[src/rtl/paper_pkg.sv]
`default_nettype none
// ============================================================================
// Module   : paper_pkg
// Purpose  : Shared definitions for the paper-computer sequencer: default
//            widths, opcode values and the sequencer state encoding.
// Ports    : none (package)
// Config   : none here; SINGLE_STEP_EN is consumed by paper_sequencer.
// Revision : 1.0 - initial release
// ============================================================================
package paper_pkg;

  localparam int PC_W_DEFAULT = 2;
  localparam int OP_W_DEFAULT = 2;

  localparam logic [1:0] OP_INC  = 2'b00;
  localparam logic [1:0] OP_JNO  = 2'b01;
  localparam logic [1:0] OP_HALT = 2'b10;
  localparam logic [1:0] OP_NOP  = 2'b11;

  localparam logic [2:0] ST_IDLE   = 3'd0;
  localparam logic [2:0] ST_FETCH  = 3'd1;
  localparam logic [2:0] ST_WAIT   = 3'd2;
  localparam logic [2:0] ST_EXEC   = 3'd3;
  localparam logic [2:0] ST_HALTED = 3'd4;

  typedef enum logic [2:0] {
    S_IDLE   = ST_IDLE,
    S_FETCH  = ST_FETCH,
    S_WAIT   = ST_WAIT,
    S_EXEC   = ST_EXEC,
    S_HALTED = ST_HALTED
  } state_t;

endpackage
`default_nettype wire

[src/rtl/paper_decode.sv]
`default_nettype none
// ============================================================================
// Module   : paper_decode
// Purpose  : Combinational decode of one instruction word plus the status
//            flag into the actions the sequencer takes when it retires it.
// Ports    : instr   in   {opcode, target} instruction register contents
//            status  in   status flag from the increment stage
//            pc      in   address of the instruction being decoded
//            inc     out  instruction is INC
//            halt    out  instruction is HALT
//            next_pc out  address of the following instruction (the JNO
//                         taken/not-taken decision is folded in here)
// Config   : none
// Revision : 1.0 - initial release
// ============================================================================
module paper_decode
  import paper_pkg::*;
#(
  parameter int PC_W = PC_W_DEFAULT,
  parameter int OP_W = OP_W_DEFAULT
) (
  input  logic [OP_W+PC_W-1:0] instr,
  input  logic                 status,
  input  logic [PC_W-1:0]      pc,
  output logic                 inc,
  output logic                 halt,
  output logic [PC_W-1:0]      next_pc
);

  logic [OP_W-1:0] opcode;
  logic [PC_W-1:0] target;
  logic [PC_W-1:0] seq_pc;

  assign opcode = instr[OP_W+PC_W-1:PC_W];
  assign target = instr[PC_W-1:0];
  // Natural PC_W-bit overflow gives the required wrap to address 0.
  assign seq_pc = pc + PC_W'(1);

  always_comb begin
    inc     = 1'b0;
    halt    = 1'b0;
    next_pc = seq_pc;
    case (opcode)
      OP_W'(OP_INC):  inc = 1'b1;
      OP_W'(OP_JNO):  if (!status) next_pc = target;
      OP_W'(OP_HALT): halt = 1'b1;
      OP_W'(OP_NOP):  next_pc = seq_pc;
      default:        next_pc = seq_pc;
    endcase
  end

endmodule
`default_nettype wire

[src/rtl/paper_sequencer.sv]
`default_nettype none
// ============================================================================
// Module   : paper_sequencer
// Purpose  : Fetch/decode/issue FSM for the paper computer. Owns the PC,
//            reads program memory, pulses the increment stage and resolves
//            JNO against the returned status flag. 3 cycles per instruction.
// Ports    : clock      in   system clock (rising edge)
//            reset_n    in   asynchronous active-low reset
//            start      in   leave IDLE/HALTED and run from address 0
//            imem_addr  out  program memory read address
//            imem_data  in   instruction word, valid one cycle after address
//            status     in   status flag from the increment stage
//            inc_strobe out  one-cycle increment pulse
//            pc         out  address of the executing instruction
//            busy       out  high in FETCH/WAIT/EXEC
//            halted     out  high in HALTED
//            step       in   (SINGLE_STEP_EN only) retire the EXEC instruction
// Config   : SINGLE_STEP_EN - adds the step port; EXEC holds until step=1.
// Revision : 1.0 - initial release
// ============================================================================
module paper_sequencer
  import paper_pkg::*;
#(
  parameter int PC_W = PC_W_DEFAULT,
  parameter int OP_W = OP_W_DEFAULT
) (
  input  logic                 clock,
  input  logic                 reset_n,
  input  logic                 start,
  output logic [PC_W-1:0]      imem_addr,
  input  logic [OP_W+PC_W-1:0] imem_data,
  input  logic                 status,
  output logic                 inc_strobe,
  output logic [PC_W-1:0]      pc,
  output logic                 busy,
  output logic                 halted
`ifdef SINGLE_STEP_EN
  ,
  input  logic                 step
`endif
);

  state_t                state;
  logic [OP_W+PC_W-1:0]  instr;
  logic                  dec_inc;
  logic                  dec_halt;
  logic [PC_W-1:0]       dec_next_pc;
  logic                  retire;

`ifdef SINGLE_STEP_EN
  assign retire = step;
`else
  assign retire = 1'b1;
`endif

  paper_decode #(
    .PC_W (PC_W),
    .OP_W (OP_W)
  ) u_decode (
    .instr   (instr),
    .status  (status),
    .pc      (pc),
    .inc     (dec_inc),
    .halt    (dec_halt),
    .next_pc (dec_next_pc)
  );

  // Combinational so an asynchronous reset in EXEC drops the pulse at once.
  assign inc_strobe = (state == S_EXEC) && retire && dec_inc;

  always_ff @(posedge clock or negedge reset_n) begin
    if (!reset_n) begin
      state     <= S_IDLE;
      pc        <= '0;
      imem_addr <= '0;
      instr     <= '0;
      busy      <= 1'b0;
      halted    <= 1'b0;
    end else begin
      case (state)
        S_IDLE, S_HALTED: begin
          if (start) begin
            state     <= S_FETCH;
            pc        <= '0;
            imem_addr <= '0;
            busy      <= 1'b1;
            halted    <= 1'b0;
          end
        end
        S_FETCH: begin
          // Address is presented during FETCH so a registered memory has
          // the word ready for the WAIT cycle.
          imem_addr <= pc;
          state     <= S_WAIT;
        end
        S_WAIT: begin
          instr <= imem_data;
          state <= S_EXEC;
        end
        S_EXEC: begin
          if (retire) begin
            if (dec_halt) begin
              state  <= S_HALTED;
              busy   <= 1'b0;
              halted <= 1'b1;
            end else begin
              pc        <= dec_next_pc;
              imem_addr <= dec_next_pc;
              state     <= S_FETCH;
            end
          end
        end
        default: begin
          state  <= S_IDLE;
          busy   <= 1'b0;
          halted <= 1'b0;
        end
      endcase
    end
  end

endmodule
`default_nettype wire

[config.mk]
export PLATFORM = sky130hd
export DESIGN_NAME = paper_sequencer
export DESIGN_NICKNAME = d
export VERILOG_FILES = /design/src/rtl/paper_pkg.sv /design/src/rtl/paper_decode.sv /design/src/rtl/paper_sequencer.sv
export SDC_FILE = /design/constraint.sdc
export NUM_CORES = 1
export LEC_CHECK = 0
export ABC_AREA = 1
export CORE_UTILIZATION = 25
export DETAILED_ROUTE_END_ITERATION = 7
export PLACE_DENSITY = 0.53
export SLEW_MARGIN = 30
export SYNTH_ARGS = -nofsm -noshare
export SYNTH_HDL_FRONTEND = slang
export SYNTH_SLANG_ARGS = --single-unit
[constraint.sdc]
create_clock -name clock -period 2.8 [get_ports clock]
set_input_delay 0.28 -clock clock [delete_from_list [all_inputs] [get_ports clock]]
set_output_delay 0.28 -clock clock [all_outputs]
set_load 0.03 [all_outputs]
======== After elaboration in Yosys (flattened, before gate mapping) ========
Cells that the tools add are included.
Widths: inputs -> output; s select.
operators by class
  $add $sub $neg .......................... 1
  eq/ne operators ......................... 9
  muxes and demuxes ....................... 17
  bitwise logic cells ..................... 1
  reduce and logical (&&, ||, !) cells .... 10
operators with widths
  cell                 count
  $pmux 3 s4           1
  $reduce_and 3->1     3
  $mux 2               4
  $eq 3x2->1 const B   2
  $mux 1               6
  $mux 3               2
  $ne 2x2->1 const B   3
  $pmux 1 s3           2
  $pmux 2 s3           1
  $pmux 2 s2           1
  $reduce_or 2->1      2
  $eq 3x1->1 const B   1
  $eq 3x3->1 const B   1
  $logic_not 3->1      1
  $reduce_bool 3->1    1
  $add 2x1->2 const B  1
  $eq 2x1->1 const B   1
  $eq 2x2->1 const B   1
  $logic_not 2->1      1
  $reduce_bool 2->1    1
  $logic_and 1x1->1    1
  $not 1->1            1
storage, ports and cells
  flip-flop bits (word level) ............. 13
  input port bits ......................... 8
  output and inout port bits .............. 7
  logic and storage cells ................. 44

======== Longest topological paths before layout ========
  word-level depth ........................ 5
  depth in mapped cells ................... 7
  mapped depth without buffers ............ 7

======== By module ========
Synthesis repeated with hierarchy kept, for this count alone.
unflattened totals
  cell total of the unflattened synthesis .. 95
  area total of the unflattened synthesis .. 695.7 um2
modules (own cells, without submodules)
  module           times used  cells an instance  area an instance (um2)  seq. area each (um2)
  paper_sequencer  1           77                 621.8                   325.3
  paper_decode     1           18                 73.8                    0.0

======== Least setup slack after synthesis ========
Ideal clock, no wire load.
  kind .................................... register to output
  start ................................... register state[2]
  end ..................................... output inc_strobe
  arrival time ............................ 1.249 ns
  data required time ...................... 2.520 ns
  path slack .............................. 1.271 ns
  cell stages (with the launch flop) ...... 4
  cell sequence ........................... dfrtp_1 > inv_2 > nand3_1 > nor3_1
on the way
  word-level cells in the longest chain between the ends .. 2
RTL lines
  element                 line                   text
  start, declared         paper_sequencer.sv:43  state_t state;
  start signal, assigned  paper_sequencer.sv:73  state <= S_IDLE;
  start signal, assigned  paper_sequencer.sv:83  state <= S_FETCH;
  start signal, assigned  paper_sequencer.sv:94  state <= S_WAIT;
  $eq 3x2->1              paper_sequencer.sv:69  assign inc_strobe = (state == S_EXEC) && retire && dec_inc;
  $logic_and 1x1->1       paper_sequencer.sv:69
  end, declared           paper_sequencer.sv:33  output logic inc_strobe,
No other way between the ends.

======== Final worst setup path ========
Same ends and word-level chain as after synthesis.

==> metrics.md <==
| Metric | Value |
|---|---|
| Ant. Diodes | `0` |
| Post-CTS Hold Buffers | `0` |
| Postcts setup bufs | `0` |
| Port buffer count | `14` |
| Mapped cell area | `667 um2` |
| Drt first-iter violations | `9` |
| Drt wl/cell | `9.97 um` |
| TritonCTS clock tree | `yes` |
| Core Region | `2500 um2` |
| Synthesized flop and latch total | `13` |
| Total track usage | `0.114` |
| Final max-slew violation count | `0` |
| Synth Net Count | `91` |
| Ratio of cells with drive above 1 in the final layout | `0.139` |
| Skew-Pair Late Insertion Delay | `0.28 ns` |
| Register area share after synthesis | `0.488` |
| Clock Skew | `0.00647 ns` |
| Min cycle time layout | `2.07 ns` |
| Placer Congestion | `0.735` |
| Total Power | `0.984 mW` |
| Clock transition at the registers of the reported paths | `0.09 ns` |
| Area growth from synthesis to layout | `30.8%` |
| Placed cell areas | `845 um2` |
| DRT Wirelength | `1.31 mm` |
| Synthesized instance count | `83` |
| Initial antenna violation count | `0` |
| Crit Path Class | `register to primary output` |
| R2R setup slack | `1.59 ns` |
| Avg Inst Size Synth | `8.03 um2` |
| Initial DRT Pass Iterations | `4` |
| Post-route ant nets | `0` |
| Unrepaired setup endpoints after global routing | `false` |
| Fin. Hold Viols | `0` |
| Pwr dens | `1130 nW/um2` |
| Die extent in x | `53.7 um` |
| H-tree levels | `1` |
| Final Cycle Share | `0.739` |
| Non-filler cells, final | `131` |
| Max-cap violations | `0` |
| Final setup viols | `0` |
| Vias/cell | `4.37` |
| Status | `complete, no violations` |
| Root Buffer | `clkbuf_4` |
| Hold Path Class | `primary input to async pin` |
| Worst endpoint data arrival time | `1.79 ns` |
| Slew @ Worst Pin | `0.607 ns` |
| Critical Path Fanout Max | `5` |
| Critical Path End Type | `primary output` |
| Slew headroom | `0.594` |
| Starting Density | `0.267` |
| LEAKAGE | `0.439 nW` |
| Yosys warning count | `0` |
| Fill count | `273` |
| Fin area | `872 um2` |
| Nets | `110` |
| Vias in the first global route | `566` |
| Clock sinks | `13` |
| DIE AREA | `2880 um2` |
| Placed cell count | `127` |
| Max clock buf depth | `2` |
| IO Count | `15` |
| DP Worst Slack | `1.04 ns` |
| # DRC | `0` |
| Vias | `573` |
| Post-DP HPWL | `1.03 mm` |
| Final TNS setup | `0 ns` |
| Worst path required time | `2.52 ns` |
| Grt ovf | `0` |
| Worst vdd ir | `0.534 mV` |
| Die Y | `53.7 um` |
| Floorplan row count | `18` |
| Global-route wire length before repair | `2.28 mm` |
| Setup slack after layout | `0.731 ns` |
| PostCTS Resize Cnt | `0` |
| Largest net degree at the start of global routing | `14` |
| CP Launch Type | `register` |
| Max Freq | `0.483 GHz` |
| Unique masters post-synth | `18` |
| Num CTS Buffers | `3` |
[cell usage after synthesis]
library cell | n | share of area
nor2_2 | 2 | 0.019
inv_1 | 12 | 0.068
dfrtp_1 | 13 | 0.49
a31oi_1 | 1 | 0.0094
nor3_1 | 1 | 0.0075
nand2_1 | 25 | 0.14
mux2_1 | 1 | 0.017
a21oi_2 | 1 | 0.013
nand3_2 | 2 | 0.030
nor2_4 | 1 | 0.017
inv_2 | 1 | 0.0056
nand2_4 | 2 | 0.034
nand4_1 | 2 | 0.019
nand2_2 | 1 | 0.0094
nand3_1 | 6 | 0.045
o21ai_1 | 2 | 0.015
a21oi_1 | 4 | 0.030
nor2_1 | 6 | 0.034
[layout make-up]
class | instances | area, um2 | share of cell area
clock buffer | 3 | 22.5 | 0.0258
clock inverter | 1 | 5.00 | 0.00574
inverter | 13 | 48.8 | 0.0560
multi-input combinational | 57 | 293 | 0.336
sequential | 13 | 325 | 0.373
tap | 30 | 37.5 | 0.0430
timing repair buffer | 14 | 140 | 0.161
[registers in the layout, indices dropped and copies added (netlist names)]
signal,flops
instr,4
imem_addr,2
halted,1
busy,1
pc,2
state,3
[where the power goes]
group / leakage (nW) / internal, mW / total (mW) / switching, mW
registers: 0.161 / 0.272 / 0.346 / 0.0741
clock network: 0.0177 / 0.0529 / 0.117 / 0.0645
logic: 0.260 / 0.198 / 0.521 / 0.323
total: 0.439 / 0.522 / 0.984 / 0.462
[through the flow]
step,hold slack [ns],utilization
2_1_floorplan,-0.0156,-
3_3_place_gp,0.454,0.338
3_5_place_dp,0.458,0.338
4_1_cts,0.400,0.349
5_1_grt,0.410,0.349
6_report,0.377,0.349
[path summary, 6_finish.rpt]
check	to	cells past startpoint	startpoint
min reg2reg	halted	2	halted
max in group asynchronous	imem_addr[1]	1	reset_n
min	instr[0]	1	reset_n
max reg2reg	instr[2]	3	state[2]
max	inc_strobe	4	state[2]
min in group clock	halted	2	halted
[placed cells by master (no fill, tap or decap)]
cell / count
nand3_2: 2
o21ai_1: 2
a21oi_2: 1
a31oi_1: 1
mux2_1: 1
dfrtp_1: 13
inv_2: 1
clkinv_2: 1
a21oi_1: 4
clkbuf_4: 3
nor2_1: 6
nand2_4: 2
nor2_2: 2
nand3_1: 6
nor3_1: 1
nand2_1: 25
inv_1: 12
clkdlybuf4s50_1: 14
nor2_4: 1
nand4_1: 2
nand2_2: 1
[logic make-up (layout without fill, tap and decap cells)]
logic type | count (synthesis) | count (layout) | share of synthesized area
muxes | 1 | 1 | 0.0169
and+or+nand+nor | 48 | 48 | 0.355
buffers and inverters | 13 | 31 | 0.0732
DFF | 13 | 13 | 0.488
AOI/OAI and AO/OA | 8 | 8 | 0.0676
[per-layer routing]
layer / up-vias / routed length, um / track usage / part of all wire
li1: 298 / - / - / -
met1: 255 / 621 / 0.127 / 0.48
met2: 18 / 598 / 0.204 / 0.46
met3: 2 / 78 / 0.0508 / 0.060
met4: 0 / 8 / 0.0132 / 0.0061
met5: - / 0 / 0 / 0
[critical path, stage by stage (launching register included)]
cell and delay (ns):
dfrtp_1 0.43, inv_2 0.11, nand3_1 0.11, nor3_1 0.16
clkdlybuf4s50_1 0.69
No activity file was read; power rests on OpenSTA's default activity.
